--- src/rtl/gate_test_pkg.sv ---
// Shared types and reference gate functions for the NAND/NOR truth-table sequencer.
package gate_test_pkg;

  typedef enum logic [1:0] {
    IDLE  = 2'd0,
    DRIVE = 2'd1,
    DONE  = 2'd2
  } state_t;

  localparam int NUM_VECTORS = 4;

  function automatic logic exp_nand(input logic a, input logic b);
    return ~(a & b);
  endfunction

  function automatic logic exp_nor(input logic a, input logic b);
    return ~(a | b);
  endfunction

endpackage

--- src/rtl/hold_timer.sv ---
// Per-vector hold counter; tick marks the last cycle of a hold (the sample cycle).
module hold_timer #(
  parameter int HOLD_CYCLES = 4
) (
  input  logic clk,
  input  logic rst_n,
  input  logic clear,
  output logic tick
);

  localparam int CW = ($clog2(HOLD_CYCLES + 1) < 1) ? 1 : $clog2(HOLD_CYCLES + 1);

  logic [CW-1:0] cnt;

  always_ff @(posedge clk or negedge rst_n) begin
    if (!rst_n)     cnt <= '0;
    else if (clear) cnt <= '0;
    else            cnt <= cnt + CW'(1);
  end

  assign tick = (cnt == CW'(HOLD_CYCLES - 1));

endmodule

--- src/rtl/gate_truth_sequencer.sv ---
// Sweeps {a,b} through 00..11, samples the gate's NAND/NOR outputs at the end of
// each hold, and reports per-vector errors plus a pass flag via start/done.
module gate_truth_sequencer
  import gate_test_pkg::*;
#(
  parameter int HOLD_CYCLES = 4
) (
  input  logic       clk,
  input  logic       rst_n,
  input  logic       start,
  input  logic       abort,
  input  logic       y1,
  input  logic       y2,
  output logic       a,
  output logic       b,
  output logic [1:0] vec_idx,
  output logic       busy,
  output logic       done,
  output logic       pass,
  output logic [3:0] err_mask
);

  state_t     state, state_nxt;
  logic       tick, sample, clear, mismatch, last_vec;
  logic [3:0] err_nxt;

  // Counter is held at zero outside DRIVE so the first vector gets a full hold.
  assign clear = (state != DRIVE) || tick || abort;

  hold_timer #(.HOLD_CYCLES(HOLD_CYCLES)) u_timer (
    .clk  (clk),
    .rst_n(rst_n),
    .clear(clear),
    .tick (tick)
  );

  assign sample   = (state == DRIVE) && tick && !abort;
  assign last_vec = (vec_idx == 2'(NUM_VECTORS - 1));
  assign mismatch = (y1 != exp_nand(a, b)) || (y2 != exp_nor(a, b));

  always_comb begin
    err_nxt = err_mask;
    if (sample && mismatch) err_nxt[vec_idx] = 1'b1;
  end

  always_ff @(posedge clk or negedge rst_n) begin
    if (!rst_n) state <= IDLE;
    else        state <= state_nxt;
  end

  always_comb begin
    state_nxt = state;
    unique case (state)
      IDLE:    if (start) state_nxt = DRIVE;
      DRIVE: begin
        if (abort)                    state_nxt = IDLE;
        else if (sample && last_vec)  state_nxt = DONE;
      end
      DONE:    state_nxt = IDLE;
      default: state_nxt = IDLE;
    endcase
  end

  always_comb begin
    busy = (state == DRIVE);
    done = (state == DONE);
  end

  always_ff @(posedge clk or negedge rst_n) begin
    if (!rst_n) begin
      vec_idx  <= '0;
      err_mask <= '0;
      pass     <= 1'b0;
    end else begin
      unique case (state)
        IDLE: begin
          if (start) begin
            vec_idx  <= '0;
            err_mask <= '0;
            pass     <= 1'b0;
          end
        end
        DRIVE: begin
          // Abort keeps partial error bits and wins over a coincident sample.
          if (abort) begin
            vec_idx <= '0;
          end else if (sample) begin
            err_mask <= err_nxt;
            if (last_vec) begin
              vec_idx <= '0;
              pass    <= (err_nxt == 4'b0000);
            end else begin
              vec_idx <= vec_idx + 2'd1;
            end
          end
        end
        default: ;
      endcase
    end
  end

  assign a = vec_idx[1];
  assign b = vec_idx[0];

endmodule
--- config.mk ---
export PLATFORM = sky130hd
export DESIGN_NAME = gate_truth_sequencer
export DESIGN_NICKNAME = d
export VERILOG_FILES = /design/src/rtl/gate_test_pkg.sv /design/src/rtl/hold_timer.sv /design/src/rtl/gate_truth_sequencer.sv
export SDC_FILE = /design/constraint.sdc
export NUM_CORES = 1
export LEC_CHECK = 0
export ABC_AREA = 1
export ABC_CLOCK_PERIOD_IN_PS = 1240
export CAP_MARGIN = 20
export CORE_MARGIN = 1
export CORE_UTILIZATION = 42
export DETAILED_ROUTE_END_ITERATION = 10
export PLACE_DENSITY = 0.72
export SLEW_MARGIN = 20
export SYNTH_ARGS = -nofsm -noshare
export SYNTH_HDL_FRONTEND = slang
export SYNTH_SLANG_ARGS = --single-unit
--- constraint.sdc ---
create_clock -name clk -period 1.24 [get_ports clk]
set_input_delay 0.186 -clock clk [delete_from_list [all_inputs] [get_ports clk]]
set_output_delay 0.186 -clock clk [all_outputs]
set_load 0.005 [all_outputs]
# [Word-level counts from Yosys, hierarchy flattened]
# Cells that the tools add are included.
[word_totals] latchBits=0 elab_cells=65 ram_bits=0 mem_count=0 output_inout_bits=11 register_bits=12 romBits=0
[op_classes] add_sub_neg=2 shifts=0 eq_ne=13 bitwise_logic=5 n_mul=0 reduce_logical=16 order_cmp=2 n_mux=22 div=0
[op_table] op="2-to-1 mux 4 bit" count=4
[op_table] op="2-to-1 mux 2 bit" count=7
[op_table] op="case mux 2 bit (2 select lines)" count=2
[op_table] op="case mux 4 bit (2 select lines)" count=1
[op_table] op="inequality test 2 x 1 -> 1 bit (second input constant)" count=3
[op_table] op="inequality test 3 x 2 -> 1 bit (second input constant)" count=2
[op_table] op="logical AND 1 bit" count=5
[op_table] op="2-to-1 mux 1 bit" count=5
[op_table] op="AND reduction 5 bit" count=1
[op_table] op="== test 2 bit (second input constant)" count=2
[op_table] op="logical NOT 4 bit" count=1
[op_table] op="inequality test 2 bit (second input constant)" count=2
[op_table] op="bitwise OR 4 bit" count=1
[op_table] op="AND reduction 4 bit" count=1
[op_table] op="adder 3 x 1 -> 3 bit (second input constant)" count=1
[op_table] op="== test 3 x 2 -> 1 bit (second input constant)" count=1
[op_table] op="logical OR 1 bit" count=3
[op_table] op="less-than comparator 2 x 3 -> 1 bit (second input constant)" count=1
[op_table] op="2-to-1 mux 3 bit" count=1
[op_table] op="AND reduction 3 bit" count=1
[op_table] op="adder 2 x 1 -> 2 bit (second input constant)" count=1
[op_table] op="demux 1 bit (select 2 bit)" count=1
[op_table] op="== test 2 x 1 -> 1 bit (second input constant)" count=1
[op_table] op=">= comparator 2 x 1 -> 1 bit (second input constant)" count=1
[op_table] op="other kinds (9)" count=11

# [Longest topological paths before layout]
# Gate-level depths: netlist of the first run.
[logic_depth] ltp_word=11 mapped_depth=11 depth_no_buf=11

# [Cells and area by module]
# A second synthesis of the first run with hierarchy kept.
[hier_totals] hier_cells=87 area_unflattened_um2=715.7
[modules_own_cells] module="gate_truth_sequencer" cells_per_inst=77 area_per_inst_um2=596.8 instances=1
[modules_own_cells] module="hold_timer" cells_per_inst=10 area_per_inst_um2=118.9 instances=1

# [Least setup slack after synthesis of the first run]
# OpenSTA, ideal clock, no wires.
[synth_path] kind="register to register" startpoint="register u_timer.cnt[0]" endpoint="register pass" t_arrival_ns=1.300 required_ns=1.175 path_buffers=1 stages_incl_launch_ff=11 slack_ns=-0.125 path_cell_list="dfrtp_1 ha_1 ha_1 nand3_1 nor2_2 buf_6 nand3_1 nand2_1 nor2_1 nand3_1 nand2_1"
[synth_via] elab_chain_len=10 word_cells_on_any_way=12
[synth_lines] element="start, declared" line="hold_timer.sv:13" rtl="logic [CW-1:0] cnt;"
[synth_lines] element="start signal, assigned" line="hold_timer.sv:18" rtl="else cnt <= cnt + CW'(1);"
[synth_lines] element="== test 3 x 2 -> 1 bit *" line="hold_timer.sv:21" rtl="assign tick = (cnt == CW'(HOLD_CYCLES - 1));"
[synth_lines] element="logical AND 1 bit * (2 in a row)" line="gate_truth_sequencer.sv:37" rtl="assign sample = (state == DRIVE) && tick && !abort;"
[synth_lines] element="logical AND 1 bit" line="gate_truth_sequencer.sv:43" rtl="if (sample && mismatch) err_nxt[vec_idx] = 1'b1;"
[synth_lines] element="2-to-1 mux 4 bit" line="gate_truth_sequencer.sv:43"
[synth_lines] element="logical NOT 4 bit" line="gate_truth_sequencer.sv:91" rtl="pass <= (err_nxt == 4'b0000);"
[synth_lines] element="2-to-1 mux 1 bit" line="gate_truth_sequencer.sv:89" rtl="if (last_vec) begin"
[synth_lines] element="2-to-1 mux 1 bit" line="gate_truth_sequencer.sv:87" rtl="end else if (sample) begin"
[synth_lines] element="2-to-1 mux 1 bit" line="gate_truth_sequencer.sv:85" rtl="if (abort) begin"
[synth_lines] element="case mux 1 bit (2 select lines)" line="gate_truth_sequencer.sv:75" rtl="unique case (state)"
[synth_lines] element="end signal, assigned" line="gate_truth_sequencer.sv:91"
[synth_lines] element="end, declared" line="gate_truth_sequencer.sv:19" rtl="output logic pass,"
# Mark *: on every way between the ends. The rest lies on a longest branch, timed or not. The select of a mux whose other input is x is not followed.
# A chain may end at the register's enable or synchronous reset.

# [Final worst setup path of the first run]
# Ends and elaborated chain as after synthesis.

==> results.tsv, run 1 <==
stage	metric	value	unit
floorplanning	start_util	0.4540	
cts	h-tree-depth	1	
grt	grtUsageMet1	0.2493	
cts	clk_pin_slew	80	ps
detailed_routing	firstDrtPassIters	4	
detailed_routing	avgRoutedWirePerCell	12.76	µm
detailed_routing	wirelength	1863	µm
grt	grt_use_met3	0.04741	
setup_path	critical_path_class	register to register	
place	gp_congestion	0.7743	
sta	worstMarginPinSlew	362.3	ps
run_status	violations	negative setup slack	
final_layout	drive_above_1_share	0.4769	
cts	cts_tree	built	
setup_path	arrival	1630	ps
floorplanning	design.die.area	0.001814	mm²
floorplanning	coreArea	0.001524	mm²
grt	grt_antenna_before_repair	0	
run_status	outcome	complete, but fails checks	
floorplanning	chipHeight	42.59	µm
logic_synthesis	yosysSeqAreaShare	0.4340	
logic_synthesis	synthCells	87	
sta	fmax	0.6806	GHz
sta	fin_setup_tns	-1546	ps
pwr	irDropWorstVdd	0.5698	mV
logic_synthesis	syn_area_per_cell	7.953	µm²
floorplanning	die_x	42.59	µm
final_layout	final_nets	144	
place	io_buffers	16	
cts	cts_sinks	12	
cts	insertion_delay	270	ps
setup_path	cp_max_fo	4	
grt	grt.total_usage	0.1977	
logic_synthesis	ys_types	16	
final_layout	final_core_util	0.7619	
sta	min_period	1469	ps
cts	cts_made_buffers	3	
floorplanning	io_pins	17	
sta	setup_ws	-229.4	ps
grt	grt_max_degree	13	
final_layout	area_growth	67.81	%
sta	hold_violations	0	
logic_synthesis	syn-num-nets	99	
grt	busiest_layer	met2	
detailed_routing	drtAntennaViolNets	0	
setup_path	endpoint_kind	register	
setup_path	crit_required	1400	ps
detailed_routing	initialDrtViolationCount	6	
sta	fin_worst_skew	3.383	ps
grt	met2_usage	0.3262	
detailed_routing	drc	0	
logic_synthesis	synth_area	691.9	µm²
grt	grt_pass1_wl	2649	µm
sta	post-route-period-util	1.185	
grt	grt_pass1_vias	641	
detailed_routing	vias	703	
sta	final_max_slew_viol_count	0	
sta	setup_viol	12	
pwr	p_per_area	687.5	mW/mm²
floorplanning	rows	14	
logic_synthesis	synth-seq-cells	12	
setup_path	reg2reg_slack	-230	ps
final_layout	diodes	0	
grt	overflow	0	
job	drv_cap	0	
place	preCtsSetupSlack	-189.0	ps
hold_path	min_path_type	input port to async pin	
sta	holdWs	206.0	ps
detailed_routing	via_per_inst	4.815	
cts	clock_path_buffers	2	
cts	postCtsHoldBufs	0	
setup_path	cp-start-kind	register	
sta	relSlewSlack	0.7559	
logic_synthesis	synth_warnings	0	
sta	rsz0062_at_grt	yes	
pwr	power.leakage	0.6216	nW
cts	root_buffer	clkbuf_4	
place	dp_hpwl	1005	µm
logic make-up after synthesis:
family	after synthesis	synth area share
AO/OA/AOI/OAI	9	0.08137
buffers and inverters	20	0.1338
flip-flops	12	0.4340
adder cells (fa/ha/maj)	6	0.1085
AND/OR/NAND/NOR	40	0.2423
worst max-delay path, cell delays in order, from the launching register on:
cell	delay, ps
dfrtp_1	370
ha_2	200
ha_4	150
nand3_4	60
nor2_4	130
buf_6	140
nand3_2	80
nand2_2	70
inv_2	40
nand3_1	70
nand2_1	60
worst paths after layout:
check	cells past startpoint	startpoint	end
setup reg to reg	10	u_timer.cnt[0]	pass
hold reg to reg	2	u_timer.cnt[0]	u_timer.cnt[0]
setup / recovery	10	u_timer.cnt[0]	pass
min in group clk	2	u_timer.cnt[0]	u_timer.cnt[0]
max in group asynchronous	2	rst_n	err_mask[1]
hold / removal	2	rst_n	state[0]
report_power, final:
group          internal [mW]  leakage [nW]  switching, mW
Clock                  0.112        0.0138          0.132
Combinational         0.0690         0.443         0.0768
Sequential             0.401         0.165        0.00621
cells in the mapped netlist:
master   count  area share
inv_1       14       0.076
a21oi_1      5       0.036
inv_2        2       0.011
inv_4        1      0.0090
dfrtp_1     12        0.43
o21ai_0      1      0.0072
buf_6        1       0.016
nand2_1     21        0.11
a21oi_4      1       0.024
nand3_1      8       0.058
nor2_2       2       0.018
o21ai_1      2       0.014
nand2_2      1      0.0090
buf_4        2       0.022
ha_1         6        0.11
nor2_1       8       0.043
state kept, by name, indices dropped and copies added (netlist names):
signal	count
err_mask	4
u_timer.cnt	3
pass	1
vec_idx	2
state	2
cell usage in the layout (no fill, tap or decap), types with 3 or more instances in the layout:
cell	instances
ha_1	3
a21oi_1	4
buf_4	19
nand2_2	5
nand3_2	3
clkdlybuf4s50_1	5
clkbuf_4	3
nand3_1	4
dlygate4sd2_1	5
inv_2	3
buf_6	10
nand2_1	16
nor2_2	6
inv_1	13
nor2_1	3
dfrtp_1	12
cell type report:
| class | instances | area (µm²) |
|---|---|---|
| clock buffers | 3 | 22.52 |
| fillers | 108 | 362.8 |
| inverters | 17 | 66.31 |
| multi-input cells | 55 | 382.9 |
| flip-flops and latches | 12 | 300.3 |
| well taps | 16 | 20.02 |
| repair buffers | 43 | 369.1 |
metrics by stage:
step / std cells / area (µm²) / power [mW]
after global routing: 146 / 1161 / 0.8339
after floorplan: 87 / 716.9 / 0.4693
after global placement: 128 / 960.9 / 0.5256
after detailed placement: 128 / 960.9 / 0.5273
after CTS: 144 / 1104 / 0.7775
final: 146 / 1161 / 0.7982
repair_timing:
action | 4_1_cts | 5_1_grt
setup endpoints to repair | 23 | 17
pin swaps | 3 | 6
endpoints found under the hold margin | 0 | 0
gates resized for setup | 37 | 18
buffers inserted | 14 | 4
layer usage:
layer / vias to the layer above / routed length, µm
met5: - / 0
met4: 0 / 9
met3: 2 / 65
met2: 14 / 996
met1: 332 / 792
li1: 355 / -
(Power assumes the default switching activity.)
==> run 2, diff against run 1 <==
--- a/config.mk
+++ b/config.mk
@@ -8,10 +8,12 @@
 export ABC_AREA = 1
 export ABC_CLOCK_PERIOD_IN_PS = 1240
 export CAP_MARGIN = 20
+export CELL_PAD_IN_SITES_DETAIL_PLACEMENT = 2
+export CELL_PAD_IN_SITES_GLOBAL_PLACEMENT = 2
 export CORE_MARGIN = 1
-export CORE_UTILIZATION = 42
+export CORE_UTILIZATION = 24
 export DETAILED_ROUTE_END_ITERATION = 10
-export PLACE_DENSITY = 0.72
+export PLACE_DENSITY_LB_ADDON = 0.1
 export SLEW_MARGIN = 20
 export SYNTH_ARGS = -nofsm -noshare
 export SYNTH_HDL_FRONTEND = slang
==> results.tsv, run 2 (synthesis results as in run 1) <==
stage	metric	value	unit
run_status	outcome	complete, but fails checks	
run_status	violations	negative setup slack	
grt	overflow	0	
cts	h-tree-depth	1	
floorplanning	coreArea	0.002734	mm²
hold_path	min_path_type	input port to async pin	
setup_path	reg2reg_to	pass	
place	dp_hpwl	1475	µm
detailed_routing	drc	0	
final_layout	reg_top3	err_mask: 4 flops, u_timer.cnt: 3 flops	
sta	relSlewSlack	0.7754	
cts	clock_path_buffers	2	
pwr	net-switching-power	0.2552	mW
setup_path	ff2ff_path_depth	10	
setup_path	cp-start-kind	register	
setup_path	crit_path_max_incr_delay	360	ps
final_layout	area_growth	81.74	%
sta	setup_viol	14	
detailed_routing	drtAntennaViolNets	0	
pwr	irDropWorstVdd	0.7593	mV
pwr	p_per_area	730.7	mW/mm²
sta	setup_ws	-304.0	ps
grt	grt_max_degree	13	
final_layout	final_common_cell	buf_4	
detailed_routing	via_per_inst	4.549	
cts	insertion_delay	290	ps
floorplanning	chipHeight	55.70	µm
setup_path	cp_max_fo	4	
cts	cts_made_buffers	3	
cts	cts_tree	built	
pwr	p_seq_frac	0.444	
setup_path	endpoint_kind	register	
final_layout	regMostFlops	err_mask	
setup_path	r2r_start	u_timer.cnt[0]	
grt	grt_antenna_before_repair	0	
final_layout	stdcell_area	0.001257	mm²
pwr	pwr-share-comb	0.184	
detailed_routing	vias	746	
sta	hold_violations	0	
job	drv_cap	0	
setup_path	cp_common_cell	nand3_2	
floorplanning	start_util	0.2531	
sta	post-route-period-util	1.245	
detailed_routing	firstDrtPassIters	2	
setup_path	critical_path_class	register to register	
sta	fmax	0.6477	GHz
sta	min_period	1544	ps
pwr	p_clk_frac	0.372	
detailed_routing	avgRoutedWirePerCell	15.08	µm
sta	worstMarginPinSlew	336.5	ps
cts	clk_pin_slew	90	ps
setup_path	slowest_stage	dfrtp_1	
detailed_routing	wirelength	2473	µm
floorplanning	io_pins	17	
pwr	power	0.9188	mW
place	preCtsSetupSlack	-317.6	ps
floorplanning	die_x	55.70	µm
grt	grt.total_usage	0.1650	
place	placed_cell_area	0.001002	mm²
cts	cts_sinks	12	
final_layout	final_core_util	0.4600	
final_layout	final_cell_mix	buf_4 (20), nand2_1 (12), dfrtp_1 (12), buf_6 (12), inv_1 (11)	
setup_path	crit_chain	ha_2 -> ha_4 -> nand3_4 -> nor2_4 -> buf_6 -> nand3_2 -> nand2_2 -> inv_2 -> nand3_2 -> nand2_1	
floorplanning	design.die.area	0.003102	mm²
pwr	switching_share	0.2778	
place	io_buffers	16	
grt	grt_pass1_wl	3898	µm
grt	grt_pass1_vias	845	
setup_path	arrival	1730	ps
setup_path	crit_required	1420	ps
place	gp_congestion	0.7211	
floorplanning	rows	19	
pwr	power.leakage	0.6503	nW
final_layout	largest_register_ffs	4	
sta	fin_worst_skew	7.569	ps
cts	root_buffer	clkbuf_4	
sta	final_max_slew_viol_count	0	
sta	rsz0062_at_grt	yes	
final_layout	diodes	0	
pwr	internal-power	0.6636	mW
final_layout	final_nets	146	
final_layout	drive_above_1_share	0.5564	
detailed_routing	initialDrtViolationCount	6	
setup_path	reg2reg_slack	-300	ps
[run 2: changes by cell type in the layout (fill, tap and decap cells not counted), moves of 2 or more]
cell and delta:
inv_1 -2, nand2_1 -4, inv_2 +2, nand2_2 +3, nand3_2 +2, nand3_1 -2, buf_6 +2
[run 2: cell type report]
cell class	instances	area [µm²]
multi-input combinational	55	421.7
fill	305	1476
sequential	12	300.3
inverter	17	66.31
tap	31	38.79
timing repair buffer	45	394.1
clock buffer	4	36.28
[run 2: worst max-delay path by stage]
stage	start	end	slack [ps]
2_1_floorplan	u_timer.cnt[0]	pass	-90
3_3_place_gp	vec_idx[1]	pass	-240
3_5_place_dp	vec_idx[1]	pass	-320
4_1_cts	vec_idx[0]	pass	-210
5_1_grt	u_timer.cnt[0]	pass	-420
6_report	u_timer.cnt[0]	pass	-300
[run 2: critical path: cells and delay by family, from the launching register on]
kind,cells,cell delay (ps)
simple gates,6,530
flops,1,360
fa+ha+maj,2,350
buf+inv,2,190
[run 2: metal layers]
layer / GRT usage / part of all wire / vias to the layer above
met4: 0.05357 / 0.010 / 0
li1: - / - / 355
met2: 0.2926 / 0.55 / 12
met1: 0.1962 / 0.42 / 375
met3: 0.03721 / 0.025 / 4
met5: 0 / 0 / -
[run 2: timing repair]
item,4_1_cts,5_1_grt
buffers inserted,11,5
setup endpoints to repair,23,18
pin swaps,9,11
hold endpoints to repair,0,0
hold buffers,0,0
gates resized for setup,44,24
[run 2: power groups by stage]
stage / clock (mW) / sequential, mW / combinational (mW)
floorplan: 0 / 0.417 / 0.0521
global placement: 0 / 0.419 / 0.116
detailed placement: 0 / 0.420 / 0.119
CTS: 0.345 / 0.409 / 0.151
global route: 0.368 / 0.409 / 0.189
finish: 0.342 / 0.408 / 0.169
[run 2: metrics by stage]
| step | hold slack, ps | TNS (ps) | std cells |
|---|---|---|---|
| 2_1_floorplan | -109.6 | -200.1 | 87 |
| 3_3_place_gp | 424.6 | -1323 | 146 |
| 3_5_place_dp | 449.3 | -1929 | 146 |
| 4_1_cts | 201.5 | -1787 | 161 |
| 5_1_grt | 199.6 | -3812 | 164 |
| 6_report | 191.8 | -2622 | 164 |
==> run 3, diff against run 2 <==
--- a/config.mk
+++ b/config.mk
@@ -14,7 +14,7 @@
 export CORE_UTILIZATION = 24
 export DETAILED_ROUTE_END_ITERATION = 10
 export PLACE_DENSITY_LB_ADDON = 0.1
-export SLEW_MARGIN = 20
+export SLEW_MARGIN = 40
 export SYNTH_ARGS = -nofsm -noshare
 export SYNTH_HDL_FRONTEND = slang
 export SYNTH_SLANG_ARGS = --single-unit
==> results of run 3 <==
Final layout, timing and power as in run 2 (identical DEF).
